### src/rtl/axi_lite_router_pkg.sv
// Shared constants, FSM state types and the address decode helper for the
// picorv32 AXI4-lite router.
package axi_lite_router_pkg;

  // Default memory map: 128 KiB RAM at 0, MMIO window 0x1000_0000..0x2FFF_FFFF
  localparam logic [31:0] DEF_MEM_BASE    = 32'h0000_0000;
  localparam logic [31:0] DEF_MEM_SIZE    = 32'h0002_0000;
  localparam logic [31:0] DEF_PERIPH_BASE = 32'h1000_0000;
  localparam logic [31:0] DEF_PERIPH_SIZE = 32'h2000_0000;
  localparam logic [31:0] DEF_ERR_RDATA   = 32'h0000_0000;

  typedef enum logic [1:0] {R_IDLE, R_FWD, R_RESP, R_ERR} rd_state_t;
  typedef enum logic [1:0] {W_IDLE, W_FWD, W_RESP, W_ERR} wr_state_t;

  // Returns {hit0, hit1}; region 0 wins when the two windows overlap.
  // Subtract-then-compare keeps the test a single unsigned range check.
  function automatic logic [1:0] decode(input logic [31:0] addr,
                                        input logic [31:0] base0,
                                        input logic [31:0] size0,
                                        input logic [31:0] base1,
                                        input logic [31:0] size1);
    logic hit0, hit1;
    hit0 = (addr - base0) < size0;
    hit1 = !hit0 && ((addr - base1) < size1);
    return {hit0, hit1};
  endfunction

endpackage

### src/rtl/axi_lite_if.sv
// AXI4-lite bundle (no resp fields). master drives requests, slave answers.
interface axi_lite_if;
  logic        awvalid;
  logic        awready;
  logic [31:0] awaddr;
  logic [2:0]  awprot;
  logic        wvalid;
  logic        wready;
  logic [31:0] wdata;
  logic [3:0]  wstrb;
  logic        bvalid;
  logic        bready;
  logic        arvalid;
  logic        arready;
  logic [31:0] araddr;
  logic [2:0]  arprot;
  logic        rvalid;
  logic        rready;
  logic [31:0] rdata;

  modport master (
    output awvalid, awaddr, awprot, wvalid, wdata, wstrb, bready,
           arvalid, araddr, arprot, rready,
    input  awready, wready, bvalid, arready, rvalid, rdata
  );

  modport slave (
    input  awvalid, awaddr, awprot, wvalid, wdata, wstrb, bready,
           arvalid, araddr, arprot, rready,
    output awready, wready, bvalid, arready, rvalid, rdata
  );
endinterface

### src/rtl/axi_lite_addr_decode.sv
// Combinational address decode: which slave (0/1) and whether mapped at all.
module axi_lite_addr_decode
  import axi_lite_router_pkg::*;
#(
  parameter logic [31:0] MEM_BASE    = DEF_MEM_BASE,
  parameter logic [31:0] MEM_SIZE    = DEF_MEM_SIZE,
  parameter logic [31:0] PERIPH_BASE = DEF_PERIPH_BASE,
  parameter logic [31:0] PERIPH_SIZE = DEF_PERIPH_SIZE
) (
  input  logic [31:0] addr,
  output logic        sel,
  output logic        mapped
);
  logic [1:0] hits;

  assign hits   = decode(addr, MEM_BASE, MEM_SIZE, PERIPH_BASE, PERIPH_SIZE);
  assign sel    = hits[0];
  assign mapped = |hits;
endmodule

### src/rtl/axi_lite_router.sv
// 1-master / 2-slave AXI4-lite router. Independent read and write FSMs, one
// outstanding transaction each; unmapped accesses are answered locally.
module axi_lite_router
  import axi_lite_router_pkg::*;
#(
  parameter logic [31:0] MEM_BASE    = DEF_MEM_BASE,
  parameter logic [31:0] MEM_SIZE    = DEF_MEM_SIZE,
  parameter logic [31:0] PERIPH_BASE = DEF_PERIPH_BASE,
  parameter logic [31:0] PERIPH_SIZE = DEF_PERIPH_SIZE,
  parameter logic [31:0] ERR_RDATA   = DEF_ERR_RDATA
) (
  input  logic        clk,
  input  logic        resetn,
  axi_lite_if.slave   m,
  axi_lite_if.master  s0,
  axi_lite_if.master  s1,
  output logic        decode_err,
  output logic [31:0] err_addr,
  output logic        err_is_write
);

  logic ar_sel, ar_mapped, aw_sel, aw_mapped;

  axi_lite_addr_decode #(.MEM_BASE(MEM_BASE), .MEM_SIZE(MEM_SIZE),
                         .PERIPH_BASE(PERIPH_BASE), .PERIPH_SIZE(PERIPH_SIZE))
    u_ar_dec (.addr(m.araddr), .sel(ar_sel), .mapped(ar_mapped));

  axi_lite_addr_decode #(.MEM_BASE(MEM_BASE), .MEM_SIZE(MEM_SIZE),
                         .PERIPH_BASE(PERIPH_BASE), .PERIPH_SIZE(PERIPH_SIZE))
    u_aw_dec (.addr(m.awaddr), .sel(aw_sel), .mapped(aw_mapped));

  // ---------------------------------------------------------------- read
  rd_state_t   r_state, r_next;
  logic        ar_pulse, ar_fwd, r_sel;
  logic [31:0] r_addr;
  logic [2:0]  r_prot;
  logic        sel_arready, sel_rvalid;
  logic [31:0] sel_rdata;

  assign sel_arready = r_sel ? s1.arready : s0.arready;
  assign sel_rvalid  = r_sel ? s1.rvalid  : s0.rvalid;
  assign sel_rdata   = r_sel ? s1.rdata   : s0.rdata;
  assign m.arready   = ar_pulse;
  assign s0.araddr   = r_addr;
  assign s0.arprot   = r_prot;
  assign s1.araddr   = r_addr;
  assign s1.arprot   = r_prot;

  // Read state register
  always_ff @(posedge clk)
    if (!resetn) r_state <= R_IDLE;
    else         r_state <= r_next;

  // Read next state and per-state channel steering
  always_comb begin
    r_next     = r_state;
    m.rvalid   = 1'b0;
    m.rdata    = ERR_RDATA;
    s0.arvalid = 1'b0;
    s1.arvalid = 1'b0;
    s0.rready  = 1'b0;
    s1.rready  = 1'b0;
    case (r_state)
      R_IDLE: if (m.arvalid) r_next = ar_mapped ? R_FWD : R_ERR;
      R_FWD: begin
        s0.arvalid = ar_fwd & ~r_sel;
        s1.arvalid = ar_fwd &  r_sel;
        if (ar_fwd && sel_arready) r_next = R_RESP;
      end
      R_RESP: begin
        m.rvalid  = sel_rvalid;
        m.rdata   = sel_rdata;
        s0.rready = m.rready & ~r_sel;
        s1.rready = m.rready &  r_sel;
        if (sel_rvalid && m.rready) r_next = R_IDLE;
      end
      R_ERR: begin
        // hold the local response back until the AR handshake has completed
        m.rvalid = ~ar_pulse;
        if (!ar_pulse && m.rready) r_next = R_IDLE;
      end
      default: r_next = R_IDLE;
    endcase
  end

  // Read accept pulse, request latch and registered forward valid
  always_ff @(posedge clk) begin
    if (!resetn) begin
      ar_pulse <= 1'b0;
      ar_fwd   <= 1'b0;
      r_sel    <= 1'b0;
      r_addr   <= '0;
      r_prot   <= '0;
    end else begin
      ar_pulse <= (r_state == R_IDLE) && m.arvalid;
      if (r_state == R_IDLE && m.arvalid) begin
        r_addr <= m.araddr;
        r_prot <= m.arprot;
        r_sel  <= ar_sel;
      end
      if (r_state == R_FWD) begin
        if (ar_pulse)                    ar_fwd <= 1'b1;
        else if (ar_fwd && sel_arready)  ar_fwd <= 1'b0;
      end
    end
  end

  // --------------------------------------------------------------- write
  wr_state_t   w_state, w_next;
  logic        aw_pulse, w_fwd, aw_done, w_done, w_sel;
  logic [31:0] w_addr, w_data;
  logic [2:0]  w_prot;
  logic [3:0]  w_strb;
  logic        sel_awready, sel_wready, sel_bvalid;
  logic        aw_vld, wd_vld, aw_hs, w_hs;

  assign sel_awready = w_sel ? s1.awready : s0.awready;
  assign sel_wready  = w_sel ? s1.wready  : s0.wready;
  assign sel_bvalid  = w_sel ? s1.bvalid  : s0.bvalid;
  assign aw_vld      = (w_state == W_FWD) & w_fwd & ~aw_done;
  assign wd_vld      = (w_state == W_FWD) & w_fwd & ~w_done;
  assign aw_hs       = aw_vld & sel_awready;
  assign w_hs        = wd_vld & sel_wready;
  assign m.awready   = aw_pulse;
  assign m.wready    = aw_pulse;
  assign s0.awaddr   = w_addr;
  assign s0.awprot   = w_prot;
  assign s0.wdata    = w_data;
  assign s0.wstrb    = w_strb;
  assign s1.awaddr   = w_addr;
  assign s1.awprot   = w_prot;
  assign s1.wdata    = w_data;
  assign s1.wstrb    = w_strb;
  assign s0.awvalid  = aw_vld & ~w_sel;
  assign s1.awvalid  = aw_vld &  w_sel;
  assign s0.wvalid   = wd_vld & ~w_sel;
  assign s1.wvalid   = wd_vld &  w_sel;

  // Write state register
  always_ff @(posedge clk)
    if (!resetn) w_state <= W_IDLE;
    else         w_state <= w_next;

  // Write next state and B-channel steering
  always_comb begin
    w_next    = w_state;
    m.bvalid  = 1'b0;
    s0.bready = 1'b0;
    s1.bready = 1'b0;
    case (w_state)
      W_IDLE: if (m.awvalid && m.wvalid) w_next = aw_mapped ? W_FWD : W_ERR;
      W_FWD:  if (w_fwd && (aw_done || aw_hs) && (w_done || w_hs)) w_next = W_RESP;
      W_RESP: begin
        m.bvalid  = sel_bvalid;
        s0.bready = m.bready & ~w_sel;
        s1.bready = m.bready &  w_sel;
        if (sel_bvalid && m.bready) w_next = W_IDLE;
      end
      W_ERR: begin
        m.bvalid = ~aw_pulse;
        if (!aw_pulse && m.bready) w_next = W_IDLE;
      end
      default: w_next = W_IDLE;
    endcase
  end

  // Write accept pulse, request latch and per-channel done tracking
  always_ff @(posedge clk) begin
    if (!resetn) begin
      aw_pulse <= 1'b0;
      w_fwd    <= 1'b0;
      aw_done  <= 1'b0;
      w_done   <= 1'b0;
      w_sel    <= 1'b0;
      w_addr   <= '0;
      w_data   <= '0;
      w_prot   <= '0;
      w_strb   <= '0;
    end else begin
      aw_pulse <= (w_state == W_IDLE) && m.awvalid && m.wvalid;
      if (w_state == W_IDLE && m.awvalid && m.wvalid) begin
        w_addr <= m.awaddr;
        w_prot <= m.awprot;
        w_data <= m.wdata;
        w_strb <= m.wstrb;
        w_sel  <= aw_sel;
      end
      if (w_state == W_FWD) begin
        if (aw_pulse) w_fwd   <= 1'b1;
        if (aw_hs)    aw_done <= 1'b1;
        if (w_hs)     w_done  <= 1'b1;
        if (w_next == W_RESP) begin
          w_fwd   <= 1'b0;
          aw_done <= 1'b0;
          w_done  <= 1'b0;
        end
      end
    end
  end

  // --------------------------------------------------------- error capture
  logic rd_err_entry, wr_err_entry;

  assign rd_err_entry = (r_state == R_IDLE) && (r_next == R_ERR);
  assign wr_err_entry = (w_state == W_IDLE) && (w_next == W_ERR);

  // Sticky record of the first unmapped access; writes win a same-cycle tie
  always_ff @(posedge clk) begin
    if (!resetn) begin
      decode_err   <= 1'b0;
      err_addr     <= '0;
      err_is_write <= 1'b0;
    end else if (!decode_err && (wr_err_entry || rd_err_entry)) begin
      decode_err   <= 1'b1;
      err_is_write <= wr_err_entry;
      err_addr     <= wr_err_entry ? m.awaddr : m.araddr;
    end
  end

endmodule

### src/flat_wrapper.sv
// flat-port wrapper written by rule: the top's interface ports become plain ports
module axi_lite_router_flat import axi_lite_router_pkg::*;
#(
  parameter logic [31:0] MEM_BASE    = DEF_MEM_BASE,
  parameter logic [31:0] MEM_SIZE    = DEF_MEM_SIZE,
  parameter logic [31:0] PERIPH_BASE = DEF_PERIPH_BASE,
  parameter logic [31:0] PERIPH_SIZE = DEF_PERIPH_SIZE,
  parameter logic [31:0] ERR_RDATA   = DEF_ERR_RDATA
)
  (clk, resetn, decode_err, err_addr, err_is_write, m_awvalid, m_awaddr, m_awprot, m_wvalid, m_wdata, m_wstrb, m_bready, m_arvalid, m_araddr, m_arprot, m_rready, m_awready, m_wready, m_bvalid, m_arready, m_rvalid, m_rdata, s0_awvalid, s0_awaddr, s0_awprot, s0_wvalid, s0_wdata, s0_wstrb, s0_bready, s0_arvalid, s0_araddr, s0_arprot, s0_rready, s0_awready, s0_wready, s0_bvalid, s0_arready, s0_rvalid, s0_rdata, s1_awvalid, s1_awaddr, s1_awprot, s1_wvalid, s1_wdata, s1_wstrb, s1_bready, s1_arvalid, s1_araddr, s1_arprot, s1_rready, s1_awready, s1_wready, s1_bvalid, s1_arready, s1_rvalid, s1_rdata);
  axi_lite_if m_i ();
  axi_lite_if s0_i ();
  axi_lite_if s1_i ();
  input  logic clk;
  input  logic resetn;
  output logic decode_err;
  output logic [31:0] err_addr;
  output logic err_is_write;
  input wire logic [$bits(m_i.awvalid)-1:0] m_awvalid;
  input wire logic [$bits(m_i.awaddr)-1:0] m_awaddr;
  input wire logic [$bits(m_i.awprot)-1:0] m_awprot;
  input wire logic [$bits(m_i.wvalid)-1:0] m_wvalid;
  input wire logic [$bits(m_i.wdata)-1:0] m_wdata;
  input wire logic [$bits(m_i.wstrb)-1:0] m_wstrb;
  input wire logic [$bits(m_i.bready)-1:0] m_bready;
  input wire logic [$bits(m_i.arvalid)-1:0] m_arvalid;
  input wire logic [$bits(m_i.araddr)-1:0] m_araddr;
  input wire logic [$bits(m_i.arprot)-1:0] m_arprot;
  input wire logic [$bits(m_i.rready)-1:0] m_rready;
  output wire logic [$bits(m_i.awready)-1:0] m_awready;
  output wire logic [$bits(m_i.wready)-1:0] m_wready;
  output wire logic [$bits(m_i.bvalid)-1:0] m_bvalid;
  output wire logic [$bits(m_i.arready)-1:0] m_arready;
  output wire logic [$bits(m_i.rvalid)-1:0] m_rvalid;
  output wire logic [$bits(m_i.rdata)-1:0] m_rdata;
  output wire logic [$bits(s0_i.awvalid)-1:0] s0_awvalid;
  output wire logic [$bits(s0_i.awaddr)-1:0] s0_awaddr;
  output wire logic [$bits(s0_i.awprot)-1:0] s0_awprot;
  output wire logic [$bits(s0_i.wvalid)-1:0] s0_wvalid;
  output wire logic [$bits(s0_i.wdata)-1:0] s0_wdata;
  output wire logic [$bits(s0_i.wstrb)-1:0] s0_wstrb;
  output wire logic [$bits(s0_i.bready)-1:0] s0_bready;
  output wire logic [$bits(s0_i.arvalid)-1:0] s0_arvalid;
  output wire logic [$bits(s0_i.araddr)-1:0] s0_araddr;
  output wire logic [$bits(s0_i.arprot)-1:0] s0_arprot;
  output wire logic [$bits(s0_i.rready)-1:0] s0_rready;
  input wire logic [$bits(s0_i.awready)-1:0] s0_awready;
  input wire logic [$bits(s0_i.wready)-1:0] s0_wready;
  input wire logic [$bits(s0_i.bvalid)-1:0] s0_bvalid;
  input wire logic [$bits(s0_i.arready)-1:0] s0_arready;
  input wire logic [$bits(s0_i.rvalid)-1:0] s0_rvalid;
  input wire logic [$bits(s0_i.rdata)-1:0] s0_rdata;
  output wire logic [$bits(s1_i.awvalid)-1:0] s1_awvalid;
  output wire logic [$bits(s1_i.awaddr)-1:0] s1_awaddr;
  output wire logic [$bits(s1_i.awprot)-1:0] s1_awprot;
  output wire logic [$bits(s1_i.wvalid)-1:0] s1_wvalid;
  output wire logic [$bits(s1_i.wdata)-1:0] s1_wdata;
  output wire logic [$bits(s1_i.wstrb)-1:0] s1_wstrb;
  output wire logic [$bits(s1_i.bready)-1:0] s1_bready;
  output wire logic [$bits(s1_i.arvalid)-1:0] s1_arvalid;
  output wire logic [$bits(s1_i.araddr)-1:0] s1_araddr;
  output wire logic [$bits(s1_i.arprot)-1:0] s1_arprot;
  output wire logic [$bits(s1_i.rready)-1:0] s1_rready;
  input wire logic [$bits(s1_i.awready)-1:0] s1_awready;
  input wire logic [$bits(s1_i.wready)-1:0] s1_wready;
  input wire logic [$bits(s1_i.bvalid)-1:0] s1_bvalid;
  input wire logic [$bits(s1_i.arready)-1:0] s1_arready;
  input wire logic [$bits(s1_i.rvalid)-1:0] s1_rvalid;
  input wire logic [$bits(s1_i.rdata)-1:0] s1_rdata;
  assign m_i.awvalid = m_awvalid;
  assign m_i.awaddr = m_awaddr;
  assign m_i.awprot = m_awprot;
  assign m_i.wvalid = m_wvalid;
  assign m_i.wdata = m_wdata;
  assign m_i.wstrb = m_wstrb;
  assign m_i.bready = m_bready;
  assign m_i.arvalid = m_arvalid;
  assign m_i.araddr = m_araddr;
  assign m_i.arprot = m_arprot;
  assign m_i.rready = m_rready;
  assign m_awready = m_i.awready;
  assign m_wready = m_i.wready;
  assign m_bvalid = m_i.bvalid;
  assign m_arready = m_i.arready;
  assign m_rvalid = m_i.rvalid;
  assign m_rdata = m_i.rdata;
  assign s0_awvalid = s0_i.awvalid;
  assign s0_awaddr = s0_i.awaddr;
  assign s0_awprot = s0_i.awprot;
  assign s0_wvalid = s0_i.wvalid;
  assign s0_wdata = s0_i.wdata;
  assign s0_wstrb = s0_i.wstrb;
  assign s0_bready = s0_i.bready;
  assign s0_arvalid = s0_i.arvalid;
  assign s0_araddr = s0_i.araddr;
  assign s0_arprot = s0_i.arprot;
  assign s0_rready = s0_i.rready;
  assign s0_i.awready = s0_awready;
  assign s0_i.wready = s0_wready;
  assign s0_i.bvalid = s0_bvalid;
  assign s0_i.arready = s0_arready;
  assign s0_i.rvalid = s0_rvalid;
  assign s0_i.rdata = s0_rdata;
  assign s1_awvalid = s1_i.awvalid;
  assign s1_awaddr = s1_i.awaddr;
  assign s1_awprot = s1_i.awprot;
  assign s1_wvalid = s1_i.wvalid;
  assign s1_wdata = s1_i.wdata;
  assign s1_wstrb = s1_i.wstrb;
  assign s1_bready = s1_i.bready;
  assign s1_arvalid = s1_i.arvalid;
  assign s1_araddr = s1_i.araddr;
  assign s1_arprot = s1_i.arprot;
  assign s1_rready = s1_i.rready;
  assign s1_i.awready = s1_awready;
  assign s1_i.wready = s1_wready;
  assign s1_i.bvalid = s1_bvalid;
  assign s1_i.arready = s1_arready;
  assign s1_i.rvalid = s1_rvalid;
  assign s1_i.rdata = s1_rdata;
  axi_lite_router #(.MEM_BASE(MEM_BASE), .MEM_SIZE(MEM_SIZE), .PERIPH_BASE(PERIPH_BASE), .PERIPH_SIZE(PERIPH_SIZE), .ERR_RDATA(ERR_RDATA)) u_core (.clk(clk), .resetn(resetn), .m(m_i), .s0(s0_i), .s1(s1_i), .decode_err(decode_err), .err_addr(err_addr), .err_is_write(err_is_write));
endmodule
### config.mk
export PLATFORM = sky130hd
export DESIGN_NAME = axi_lite_router_flat
export DESIGN_NICKNAME = d
export VERILOG_FILES = /design/src/rtl/axi_lite_router_pkg.sv /design/src/rtl/axi_lite_if.sv /design/src/rtl/axi_lite_addr_decode.sv /design/src/rtl/axi_lite_router.sv /design/src/flat_wrapper.sv
export SDC_FILE = /design/constraint.sdc
export NUM_CORES = 1
export LEC_CHECK = 0
export CELL_PAD_IN_SITES_DETAIL_PLACEMENT = 1
export CELL_PAD_IN_SITES_GLOBAL_PLACEMENT = 2
export CORE_UTILIZATION = 20
export CTS_CLUSTER_SIZE = 16
export DETAILED_ROUTE_END_ITERATION = 10
export PLACE_DENSITY = 0.83
export SYNTH_ARGS = -nofsm -noshare
export SYNTH_HDL_FRONTEND = slang
export SYNTH_SLANG_ARGS = --single-unit
### constraint.sdc
create_clock -name clk -period 5.1 [get_ports clk]
set_clock_uncertainty 0.1 [all_clocks]
set_input_delay 0.765 -clock clk [delete_from_list [all_inputs] [get_ports clk]]
set_output_delay 0.765 -clock clk [all_outputs]
set_load 0.02 [all_outputs]
==> implementation parameters, run 1 <==
Parameter                              Value

Status
  Run status    completed

Finish
  Area used by multi-input combinational logic    0.003139 sq mm
  Layout overhead on the synthesized area    70.16%
  Utilization after layout    between 30% and 40%
  Fraction of final layout cells with drive strength greater than 1    under 10%
  Final Net Count    ~1,400
  Final-layout fill cell count    about 4,200
  FF/Latch Area    0.003044 sq mm

STA
  Tightest Pin Transition    1.099 ns
  TNS Setup    0 ns
  Fraction of the cycle the final worst path needs    67.28%
  Achievable frequency    0.2915 GHz
  Count of pins over their slew limit    0
  Worst path setup slack after routing    1.669 ns
  Final min period    3.431 ns
  Worst-case headroom to the max-slew limit    a little over a quarter
  Setup Viol. Count Final    0
  RSZ-0062 raised after global routing    false
  Hold violation count in the final report    0

Placed design
  Last weighted congestion value of the routability-driven placer    0.7840
  Worst slack at placement    1.252 ns
  Final HPWL from detailed placement    25.78 mm
  Number of port buffers    479

Clocking
  Buffer count from post-CTS setup fixing    0
  CTS clock-pin slew for the worst setup and hold paths    approximately 0.060 ns
  Clock buffer count from CTS    17
  Post-CTS resize count    0
  Latest clock arrival within the worst-skew pair    0.42 ns
  Clock Sinks    152
  # H-tree levels    4
  TritonCTS clock tree    yes
  CTS Buffer Depth    2
  Post-cts hold buffer count    0
  CTS root buf    sky130_fd_sc_hd__clkbuf_16

Hold path
  HP Class    flop to flop

Worst setup path
  R2r worst-path depth    5
  Cells traversed along the worst timing path    buf_4, mux2i_1, nor2_1, clkdlybuf4s50_1
  Endpoint of the worst register-to-register path    u_core.err_addr[3]
  Slowest Stage Delay on Critical Path    0.69 ns
  CP Data Required Time    4.24 ns
  Family with the most delay on the worst path    buffers and inverters
  Worst-path maximum fanout    22
  Setup CP Type    flop to output port
  Critical-path cell with the highest stage delay    sky130_fd_sc_hd__dfxtp_2
  Reg-to-Reg Start    u_core.r_state[0]
  Startpoint kind of the worst setup timing path    flop
  Worst EP arrival    2.57 ns
  Worst setup path endpoint    m_rdata[3]
  Worst Setup End Kind    output port
  Launch point of the critical path    u_core.r_sel
  Crit. path cell count    4
  Internal reg-to-reg setup slack    2.64 ns
  Buffer and inverter count on the worst path    2

Route
  Vias per inst    4.359
  Total number of vias    7,520
  Antenna viol nets, final    0
  WL final    33.04 mm
  DRC violations left    0
  Routed wirelength normalized by instance count    19.15 microns
  Length of the first detailed-routing pass in iterations    5
  Initial DRC Count    approximately 290

Yosys
  Library cell occupying the most area in the post-synthesis netlist    sky130_fd_sc_hd__dfxtp_1
  Synthesized cell area    0.007216 sq mm
  Primary flip-flop cell chosen by synthesis mapping    sky130_fd_sc_hd__dfxtp_1
  Synth cell count leaders    257 x sky130_fd_sc_hd__nand2_1, 152 x sky130_fd_sc_hd__dfxtp_1, 118 x sky130_fd_sc_hd__a21oi_1
  Gate count of the mapped netlist    around 910
  Part of the Yosys area used for sequential elements    between 40% and 50%
  Post-synth EDFFs    0
  Avg Cell Area, Syn    7.921 sq um
  Synth Register Bits    roughly 150
  Number of unique standard cell types used by synthesis    41
  Total number of yosys warnings    0
  Share of the synthesized area in the top cell type    42.17%
  Async set or reset register ratio after synthesis    0%
  Synth Net Count    1,102
  Most common cell in the netlist    sky130_fd_sc_hd__nand2_1
  Main area contributors after synthesis    sky130_fd_sc_hd__dfxtp_1 42%, sky130_fd_sc_hd__nand2_1 13%, sky130_fd_sc_hd__buf_4 11%

Die
  Core Area    approximately 0.036 sq mm
  Starting utilization of the core area    20.29%
  Row Count    69
  Overall die area    0.03684 sq mm
  Boundary Pins    480
  Die Ht    approximately 190 microns
  Horiz. Die Dim    191.9 microns

Run
  Number of max-cap violations    0

Power
  Maximum VDD drop    0.2162 mV
  Leakage power    0.004405 uW
  Overall power after layout    3685 uW
  Power density over cell area    300.1 mW/mm^2

Global routing
  Total global routing overflow    0
  Via count of the first global-routing pass    7,607
  Wire length of the first global-routing pass    46.52 mm
  Total global routing track utilization    ~17%
  Number of antenna violations at the first check in global routing    3
  Pin count of the biggest net entering global routing    89
-- cells by family (layout without fill, tap and decap cells) --
logic type / count (synthesis) / count (layout) / share of synthesized area [%]
AOI/OAI and AO/OA: 169 / 169 / 12.94
adders and majority gates: 4 / 4 / 0.6936
buffers and inverters: 175 / 525 / 15.22
DFF: 152 / 152 / 42.17
muxes: 67 / 67 / 9.346
other: 0 / 3 / 0
and+or+nand+nor: 344 / 344 / 19.63
-- per-stage QoR --
stage,std cells,area (sq um),hold slack [ns]
after floorplan,911,7216,0.3820
after global placement,1691,11650,0.3567
after detailed placement,1691,11650,0.3618
after CTS,1722,12270,0.3718
after global routing,1724,12280,0.3905
final,1725,12280,0.3696
-- worst reg2reg max path, cell delays in order, from the launching register on --
cell	delay [ns]
sky130_fd_sc_hd__dfxtp_1	0.40
sky130_fd_sc_hd__or3b_1	0.46
sky130_fd_sc_hd__a21oi_2	0.14
sky130_fd_sc_hd__nand3_1	0.18
sky130_fd_sc_hd__a211o_1	0.76
sky130_fd_sc_hd__o22ai_1	0.34
-- where the power goes --
group          switching [uW]  total (uW)  internal [uW]
combinational             497         965            468
clock                     543        1370            824
sequential               81.5        1350           1270
total                    1120        3690           2560
-- state kept, by name (all words and copies together) (netlist names) --
register and flops:
u_core.s0.awprot 3, u_core.err_is_write 1, u_core.s0.arprot 3, u_core.err_addr 32
u_core.s0.wdata 32, u_core.r_state 2, u_core.r_sel 1, u_core.m.arready 1
u_core.m.awready 1, u_core.w_done 1, u_core.s0.araddr 32, u_core.decode_err 1
u_core.w_state 2, u_core.w_sel 1, u_core.aw_done 1, u_core.w_fwd 1
u_core.ar_fwd 1, u_core.s0.wstrb 4, u_core.s0.awaddr 32
-- cell usage in the layout, fill, tap and decap left out, drive strengths merged, types with 6 or more instances in the layout --
cell type	netlist	routed
a21oi	119	119
buf	123	9
clkbuf	46	18
clkdlybuf4s50	0	479
dfxtp	152	152
inv	6	9
mux2i	64	64
nand2	257	257
nor2	46	46
nor3	6	6
nor3b	7	7
o22ai	32	32
-- worst min-delay path by stage --
stage | start | cells after the start | endpoint
floorplan | u_core.aw_done | 2 | u_core.aw_done
global placement | u_core.err_addr[2] | 2 | u_core.err_addr[2]
detailed placement | u_core.err_addr[19] | 2 | u_core.err_addr[19]
CTS | u_core.s0.araddr[23] | 2 | u_core.s0.araddr[23]
global route | u_core.s0.arprot[2] | 2 | u_core.s0.arprot[2]
finish | u_core.s0.araddr[23] | 2 | u_core.s0.araddr[23]
-- metal layers --
layer	part of all wire [%]	track usage, %	wire (microns)	vias to the layer above
li1	-	-	-	3600
met1	41	19.82	13420	3585
met2	51	31.02	16740	306
met3	6.8	3.654	2261	29
met4	1.8	5.464	609	0
met5	0	0	0	-
-- final cells by class --
| cell class | instances | share of cell area, % |
|---|---|---|
| flip-flops and latches | 152 | 24.79 |
| multi-input cells | 584 | 25.57 |
| well taps | 461 | 4.698 |
| inverters | 6 | 0.2038 |
| repair buffers | 488 | 39.60 |
| clock inverters | 13 | 1.580 |
| clock buffers | 18 | 3.495 |
| diodes | 3 | 0.06114 |
Power figures use the tool's default switching activity.
==> run 2, diff against run 1 <==
--- a/config.mk
+++ b/config.mk
@@ -7,10 +7,10 @@
 export LEC_CHECK = 0
 export CELL_PAD_IN_SITES_DETAIL_PLACEMENT = 1
 export CELL_PAD_IN_SITES_GLOBAL_PLACEMENT = 2
-export CORE_UTILIZATION = 20
+export CORE_UTILIZATION = 18
 export CTS_CLUSTER_SIZE = 16
 export DETAILED_ROUTE_END_ITERATION = 10
-export PLACE_DENSITY = 0.83
+export PLACE_DENSITY = 0.76
 export SYNTH_ARGS = -nofsm -noshare
 export SYNTH_HDL_FRONTEND = slang
 export SYNTH_SLANG_ARGS = --single-unit
==> constraint.sdc (replaced) <==
create_clock -name clk -period 3.4 [get_ports clk]
set_clock_uncertainty 0.1 [all_clocks]
set_input_delay 0.51 -clock clk [delete_from_list [all_inputs] [get_ports clk]]
set_output_delay 0.51 -clock clk [all_outputs]
set_load 0.02 [all_outputs]
==> run 2 against run 1 <==
Net effect: power is 51% higher; first-iteration DRC count is 8.8% lower; flip-flop and latch count stayed put; critical path type unchanged.
==> implementation parameters, run 2 (synthesized netlist as in run 1, its figures left out) <==
Parameter                              Value

Global routing
  Total global routing track utilization    15.75% (was 17.11%)
  Pin count of the biggest net entering global routing    76 (was 89)
  Total global routing overflow    0 (unchanged)
  Number of antenna violations at the first check in global routing    1 (was 3)
  GRT met1 Usage    18.69% (was 19.82%)
  Met3 routing resource usage after global routing    4.289% (was 3.654%)
  Wire length of the first global-routing pass    47.90 mm (was 46.52 mm)
  Via count of the first global-routing pass    7,620 (was 7,607)
  Global routing's busiest layer    met2 (unchanged)
  Met2 Resource Use GR    27.59% (was 31.02%)

Placed design
  Number of port buffers    479 (unchanged)
  Worst slack at placement    0.1245 ns (was 1.252 ns)
  Final HPWL from detailed placement    25.73 mm (was 25.78 mm)
  Cell total after placement    1,758 (was 1,691)
  Last weighted congestion value of the routability-driven placer    0.7754 (was 0.7840)

Worst setup path
  Cells traversed along the worst timing path    nand2b_1, buf_4, nor2_1, clkdlybuf4s50_1 (was buf_4, mux2i_1, nor2_1, clkdlybuf4s50_1)
  Worst-path maximum fanout    27 (was 22)
  Slowest Stage Delay on Critical Path    0.63 ns (was 0.69 ns)
  Worst Setup End Kind    output port (unchanged)
  Startpoint kind of the worst setup timing path    flop (unchanged)
  Launch point of the critical path    u_core.r_state[1] (was u_core.r_sel)
  Worst setup path endpoint    m_rdata[0] (was m_rdata[3])
  Critical-path cell with the highest stage delay    sky130_fd_sc_hd__clkdlybuf4s50_1 (was sky130_fd_sc_hd__dfxtp_2)
  Internal reg-to-reg setup slack    1.13 ns (was 2.64 ns)
  Worst EP arrival    2.39 ns (was 2.57 ns)
  Endpoint of the worst register-to-register path    u_core.err_addr[21] (was u_core.err_addr[3])
  Reg-to-Reg Start    u_core.w_state[0] (was u_core.r_state[0])
  Setup CP Type    flop to output port (unchanged)
  CP Data Required Time    2.79 ns (was 4.24 ns)
  R2r worst-path depth    5 (unchanged)

STA
  TNS Setup    0 ns (unchanged)
  Achievable frequency    about 0.33 GHz
  Count of pins over their slew limit    0 (unchanged)
  Worst path setup slack after routing    0.4039 ns (was 1.669 ns)
  Hold violation count in the final report    0 (unchanged)
  Setup Viol. Count Final    0 (unchanged)
  Hold Worst Slack    0.3733 ns (was 0.3696 ns)
  Final min period    2.996 ns
  Worst-case headroom to the max-slew limit    40.73% (was 26.75%)
  RSZ-0062 raised after global routing    false (unchanged)
  Fraction of the cycle the final worst path needs    88.12%
  Tightest Pin Transition    0.8890 ns (was 1.099 ns)

Power
  Leakage power    0.004478 uW (was 0.004405 uW)
  Power density over cell area    445.2 mW/mm^2 (was 300.1 mW/mm^2)
  Maximum VDD drop    0.3418 mV (was 0.2162 mV)

Clocking
  TritonCTS clock tree    yes (unchanged)
  Post-cts hold buffer count    0 (unchanged)
  Clock Sinks    152 (unchanged)
  Post-CTS resize count    0 (unchanged)
  CTS clock-pin slew for the worst setup and hold paths    0.06 ns (about the same)
  Latest clock arrival within the worst-skew pair    0.44 ns (was 0.42 ns)
  Clock buffer count from CTS    17 (unchanged)
  # H-tree levels    4 (unchanged)
  Buffer count from post-CTS setup fixing    0 (unchanged)
  CTS Buffer Depth    2 (unchanged)
  CTS root buf    sky130_fd_sc_hd__clkbuf_16 (unchanged)

Finish
  Fraction of final layout cells with drive strength greater than 1    4.874% (was 4.044%)
  Layout overhead on the synthesized area    72.81% (was 70.16%)
  Cell Count, Final, Fillers Out    1,791 (was 1,725)
  Highest-count cells in the layout ignoring fill and taps    479 x sky130_fd_sc_hd__clkdlybuf4s50_1, 257 x sky130_fd_sc_hd__nand2_1, 151 x sky130_fd_sc_hd__dfxtp_1, 117 x sky130_fd_sc_hd__a21oi_1, 64 x sky130_fd_sc_hd__mux2i_1 (unchanged)
  Final Net Count    1,450 (was 1,440)
  Most common cell after layout, fill and taps aside    sky130_fd_sc_hd__clkdlybuf4s50_1 (unchanged)
  Utilization after layout    31.89% (was 34.52%)

Die
  Horiz. Die Dim    202.2 microns (was 191.9 microns)
  Overall die area    0.04089 sq mm (was 0.03684 sq mm)
  Starting utilization of the core area    18.46% (was 20.29%)
  Die Ht    202.2 microns (was 191.9 microns)
  Core Area    0.03910 sq mm (was 0.03557 sq mm)
  Boundary Pins    480 (unchanged)
  Row Count    72 (was 69)

Run
  Number of max-cap violations    0 (unchanged)

Route
  Initial DRC Count    260 (was 285)
  DRC violations left    0 (unchanged)
  Routed wirelength normalized by instance count    18.47 microns (was 19.15 microns)
  Vias per inst    4.198 (was 4.359)
  Antenna viol nets, final    0 (unchanged)
  WL final    33.08 mm (was 33.04 mm)
  Length of the first detailed-routing pass in iterations    4 (was 5)
  Total number of vias    7,519 (was 7,520)

Status
  Run status    completed (unchanged)

Hold path
  HP Class    flop to flop (unchanged)
[run 2: cell count changes in the layout (fill, tap and decap cells not counted), sizes merged]
| cell | before | now |
|---|---|---|
| clkinv | 5 | 4 |
| inv | 9 | 11 |
| clkbuf | 18 | 20 |
| buf | 9 | 19 |
| bufinv | 4 | 3 |
| clkinvlp | 1 | 0 |
| diode | 3 | 1 |
[run 2: cell type report]
| cell class | instances | area [sq um] |
|---|---|---|
| fill | 4600 | 26630 |
| timing repair buffer | 498 | 5000 |
| multi-input combinational | 584 | 3132 |
| sequential | 152 | 3044 |
| tap | 518 | 648.1 |
| clock buffer | 20 | 456.7 |
| clock inverter | 12 | 161.4 |
| inverter | 6 | 25.02 |
| antenna | 1 | 2.502 |
[run 2: worst min path at each step]
stage                         from                   to  slack, ns  cells after the start
2_1_floorplan       u_core.aw_done       u_core.aw_done       0.38                      2
3_3_place_gp   u_core.err_addr[15]  u_core.err_addr[15]       0.36                      2
3_5_place_dp   u_core.err_addr[24]  u_core.err_addr[24]       0.37                      2
4_1_cts         u_core.err_addr[8]   u_core.err_addr[8]       0.38                      2
5_1_grt        u_core.err_addr[23]  u_core.err_addr[23]       0.39                      2
6_report       u_core.s0.araddr[2]  u_core.s0.araddr[2]       0.37                      2
[run 2: through the flow]
stage          area, sq um  total power (uW)
6_report             12470              5551
5_1_grt              12470              5829
4_1_cts              12470              5669
3_5_place_dp         11850              3560
3_3_place_gp         11850              3540
2_1_floorplan         7216              2782
[run 2: layer usage]
| layer | routed length (microns) | vias up |
|---|---|---|
| li1 | - | 3617 |
| met1 | 14000 | 3601 |
| met2 | 16500 | 276 |
| met3 | 1995 | 25 |
| met4 | 592 | 0 |
| met5 | 0 | - |
[run 2: critical path, delay by kind of cell (launching register included)]
family,cells,cell delay [ns]
buffers and inverters,2,0.95
AND/OR/NAND/NOR,2,0.47
flip-flops,1,0.52
[run 2: report_power, final]
group	switching, uW	internal [uW]	leakage, uW
sequential	118	1910	0.00124
combinational	750	723	0.00293
clock	847	1210	0.000306
total	1710	3840	0.00448
